==> src/rtl/grf_wb.sv <==
`default_nettype none
// ============================================================================
// Module      : grf_wb
// Description : 31 x 32-bit general register file written from the
//               write-back stage, two combinational decode-stage read ports,
//               and a retire-trace FIFO recording every register write.
//               Optional macro GRF_WB_BYPASS_EN forwards the write-back value
//               to a matching read port in the same cycle.
// Revision    : 1.0 - initial release
// ============================================================================
module grf_wb #(
    parameter int TRACE_DEPTH = 8
) (
    input  logic        clk,
    input  logic        reset,
    input  logic [31:0] W_pc,
    input  logic        W_regwe,
    input  logic [4:0]  W_A3,
    input  logic [31:0] W_regwd,
    input  logic [4:0]  D_rs_ad,
    input  logic [4:0]  D_rt_ad,
    output logic [31:0] D_rs_data,
    output logic [31:0] D_rt_data,
    output logic        trace_valid,
    input  logic        trace_ready,
    output logic [31:0] trace_pc,
    output logic [4:0]  trace_ad,
    output logic [31:0] trace_data,
    output logic        trace_full,
    output logic [7:0]  trace_drop_cnt
);

    localparam int PTR_W = (TRACE_DEPTH > 1) ? $clog2(TRACE_DEPTH) : 1;
    localparam int CNT_W = $clog2(TRACE_DEPTH + 1);
    localparam logic [CNT_W-1:0] DEPTH_CNT = CNT_W'(TRACE_DEPTH);

    // Register 0 is never written and stays 0 after reset.
    logic [31:0] regs [32];

    logic [31:0] fifo_pc   [TRACE_DEPTH];
    logic [4:0]  fifo_ad   [TRACE_DEPTH];
    logic [31:0] fifo_data [TRACE_DEPTH];

    logic [PTR_W-1:0] head;
    logic [PTR_W-1:0] tail;
    logic [CNT_W-1:0] count;

    logic wr_en;
    logic empty;
    logic full;
    logic pop;
    logic push;
    logic drop;

    // A retire event is also the register write strobe.
    always_comb begin
        wr_en = W_regwe && (W_A3 != 5'd0);
        empty = (count == '0);
        full  = (count == DEPTH_CNT);
        pop   = !empty && trace_ready;
        // Pushing while full only succeeds if the head leaves on the same edge.
        push  = wr_en && (!full || pop);
        drop  = wr_en && full && !pop;
    end

    // Register file storage; writes are never gated by trace FIFO state.
    always_ff @(posedge clk) begin
        if (reset) begin
            for (int i = 0; i < 32; i++) begin
                regs[i] <= 32'd0;
            end
        end else if (wr_en) begin
            regs[W_A3] <= W_regwd;
        end
    end

    // Combinational read ports with optional same-cycle write-back forwarding.
    always_comb begin
        D_rs_data = (D_rs_ad == 5'd0) ? 32'd0 : regs[D_rs_ad];
        D_rt_data = (D_rt_ad == 5'd0) ? 32'd0 : regs[D_rt_ad];
`ifdef GRF_WB_BYPASS_EN
        if (wr_en && (D_rs_ad == W_A3)) begin
            D_rs_data = W_regwd;
        end
        if (wr_en && (D_rt_ad == W_A3)) begin
            D_rt_data = W_regwd;
        end
`endif
    end

    // Trace FIFO payload storage; contents are don't-care while unoccupied.
    always_ff @(posedge clk) begin
        if (!reset && push) begin
            fifo_pc[tail]   <= W_pc;
            fifo_ad[tail]   <= W_A3;
            fifo_data[tail] <= W_regwd;
        end
    end

    // Trace FIFO pointers and occupancy; pointers wrap naturally (power-of-two depth).
    always_ff @(posedge clk) begin
        if (reset) begin
            head  <= '0;
            tail  <= '0;
            count <= '0;
        end else begin
            if (push) begin
                tail <= tail + 1'b1;
            end
            if (pop) begin
                head <= head + 1'b1;
            end
            if (push && !pop) begin
                count <= count + CNT_W'(1);
            end else if (pop && !push) begin
                count <= count - CNT_W'(1);
            end
        end
    end

    // Saturating count of records lost to a full FIFO.
    always_ff @(posedge clk) begin
        if (reset) begin
            trace_drop_cnt <= 8'd0;
        end else if (drop && (trace_drop_cnt != 8'hFF)) begin
            trace_drop_cnt <= trace_drop_cnt + 8'd1;
        end
    end

    // Head entry presentation; fields read zero when the FIFO is empty.
    always_comb begin
        trace_valid = !empty;
        trace_full  = full;
        trace_pc    = empty ? 32'd0 : fifo_pc[head];
        trace_ad    = empty ? 5'd0  : fifo_ad[head];
        trace_data  = empty ? 32'd0 : fifo_data[head];
    end

endmodule
`default_nettype wire

==> config.mk <==
export PLATFORM = sky130hd
export DESIGN_NAME = grf_wb
export DESIGN_NICKNAME = d
export VERILOG_FILES = /design/src/rtl/grf_wb.sv
export SDC_FILE = /design/constraint.sdc
export NUM_CORES = 2
export LEC_CHECK = 0
export CAP_MARGIN = 20
export CORE_AREA = 2 2 441 356
export DETAILED_ROUTE_END_ITERATION = 12
export DIE_AREA = 0 0 443 358
export MAX_ROUTING_LAYER = met4
export PLACE_DENSITY = 0.77
export RECOVER_POWER = 100
export SYNTH_ARGS = -nofsm -noshare
export SYNTH_HDL_FRONTEND = slang
export SYNTH_SLANG_ARGS = --single-unit
==> constraint.sdc <==
create_clock -name clk -period 11.81 [get_ports clk]
set_input_delay 2.9525 -clock clk [delete_from_list [all_inputs] [get_ports clk]]
set_output_delay 2.9525 -clock clk [all_outputs]
set_load 0.01 [all_outputs]
==> run metrics <==
unrepaired setup endpoints after global routing=no; Synth top area share=0.617; number of I/O pins=226; Clock Path Buffers=3; Leak=27.4 nW; initial core utilization=0.499; top-count cell post-synth=edfxtp_1; CTS-repair resized insts=0; Worst Setup Start Kind=input port; drt wl/cell=31.0 um; Util after Layout=0.558; die area=159,000 um^2; Final setup viols=0; first-iteration detailed-routing DRC count=approximately 6,400; Residual DRC=0; Post-DP HPWL=between 100 and 150 mm; Worst EP required=roughly 12,000 ps; critical path class=in -> reg; failing checks=max-capacitance violations, max-slew violations; DIE HEIGHT=358 um; actual slew at the worst max-slew pin=4340 ps; top post-synthesis cells by area=edfxtp_1 62%, mux4_2 19%, and2_1 8.1%; Nets=4,779; vias in the first global route=44,928; Cell Pwr Density=165 nW/um^2; Detailed Route WL=between 200 and 250 mm; Pre-antenna DRT Iters=8; status=finished, violations left; R2R cell count=5; met1 GRT Util=0.365; share of cells above drive strength 1=0.215; maximum vdd drop=0.000153 V; GR Util met3=0.0606; Post-synth EDFFs=1,576; max-slew violations=4,132; Commonest cells post-synth=1,576 x edfxtp_1, 994 x and2_1, 650 x mux4_2; Worst Setup End Kind=register; TritonCTS clock tree=built; share of flip-flops with an asynchronous set or reset=0; Layout area overhead=11.8%; GR Util All Layers=0.276; Slew headroom=-1.89; total power=14.1 mW; final hold slack=482 ps; met2 usage=0.418; worst skew pair latency=800 ps; Data arrival, critical path=10,780 ps; hold buffers post-CTS=0; clock root buffer=clkbuf_16; Yosys reg bits=between 1,500 and 2,000; Synthesis Warnings=0; post-synthesis cell type count=48; setup TNS=0 ps; Worst path depth=5; CTS Sinks=1,597; # Post-CTS Setup Buffers=0; layer with the highest usage=met2; cells after synthesis=4,520; post-synthesis area per instance=approximately 17 um^2; critical path's top delay family=buffers and inverters; cell area after synthesis=76,700 um^2; Worst Hold Class=reg -> reg; row cnt=between 100 and 150; clk slew on worst S/H paths=60 ps; Worst path max stage delay=2440 ps; remaining global-route overflow=0; Top FF cell, synth=edfxtp_1; Fill cells=approximately 12,000; hold depth=2; CTS HTree Levels=4; crit share post-route=0.885; CP Max Fanout=39; largest net degree at the start of global routing=79; gpl congestion=between 0.8 and 0.9; core area=154,000 um^2; fmax=95.7 MHz; max-cap violation count=122; WP buf/inv=4; first-pass GRT wire length=309 mm; register area share after synthesis=0.623; drt via density=approximately 6.5; via count=between 40,000 and 50,000; final count of hold timing violations=0; die width=443 um; minimum clock period=10,450 ps; Final ANT Viol Nets=0; cell accounting for the most synthesized area=edfxtp_1; PortBufs=approximately 230; Top cell by count, worst path=clkbuf_1; cell chain of the critical path=clkbuf_1, clkbuf_1, clkbuf_1, or2_2, clkbuf_1; skew final=23.8 ps; CTS buffer count=161; initial antenna violation count=11; CP max-delay cell=clkbuf_1
through the flow:
step / area [um^2] / instances / setup slack, ps
3_5_place_dp: 81100 / 6547 / 2280
2_1_floorplan: 76800 / 4551 / 1050
4_1_cts: 86300 / 6836 / 2270
6_report: 85800 / 6849 / 1360
5_1_grt: 85800 / 6848 / 1150
3_3_place_gp: 81000 / 6540 / 2270
path summary, 6_finish.rpt:
path / startpoint / endpoint / slack [ps]
max: reset / regs[7][9] / 1360
min: head[1] / register / 480
max reg2reg: count[0] / fifo_pc[2][12] / 6080
min reg2reg: head[1] / register / 480
layer usage:
metal	wire, um	vias up
met5	0	-
met4	9440	0
met3	24200	549
met2	100000	3096
met1	78300	23148
li1	-	17993
final cells by class:
type | instances | area [um^2] | area share
diodes | 4 | 10.0 | 0.000117
clock inverters | 89 | 980 | 0.0114
inverters | 6 | 22.5 | 0.000263
repair buffers | 410 | 3260 | 0.0381
clock buffers | 200 | 4240 | 0.0494
flip-flops and latches | 1597 | 47800 | 0.557
multi-input cells | 2513 | 27000 | 0.314
well taps | 2030 | 2540 | 0.0296
power breakdown:
part           internal (mW)  switching, mW  total, mW
sequential              6.50          0.175       6.68
clock                   2.90           2.23       5.12
combinational           1.13           1.21       2.33
placed cells by master (no fill, tap or decap), drive strengths merged, types with 40 or more instances in the layout:
cell / Yosys / routed
clkinv: 1 / 65
a211oi: 72 / 72
buf: 174 / 62
dlygate4sd3: 0 / 182
mux2i: 152 / 152
mux2: 40 / 40
edfxtp: 1576 / 1576
nor2b: 78 / 78
nor2: 168 / 168
a221oi: 46 / 46
and2: 994 / 994
a2111oi: 42 / 42
mux4: 650 / 650
a21oi: 61 / 61
clkbuf: 261 / 334
state kept, by name, indices dropped and copies added, names as in the netlist, named ones only:
name	flops
fifo_pc	256
fifo_data	256
count	4
tail	3
regs	1024
head	3
trace_drop_cnt	8
fifo_ad	40
cell families (layout without fill, tap and decap cells):
kind of cell,Yosys count,after routing,share of synthesized area
AO/OA/AOI/OAI,271,271,0.0262
multiplexers,842,842,0.217
AND/OR/NAND/NOR,1350,1350,0.104
other,1,36,0.0000489
buffers and inverters,441,705,0.0285
adder cells (fa/ha/maj),7,7,0.00124
flip-flops,1597,1597,0.623
XOR/XNOR,11,11,0.00126
worst min-delay path, stage by stage, from the launching register on:
cell	delay [ps]
dfxtp_1	310
nand2_1	50
a21oi_1	70
Note: power is estimated with default switching activity, not from simulation.
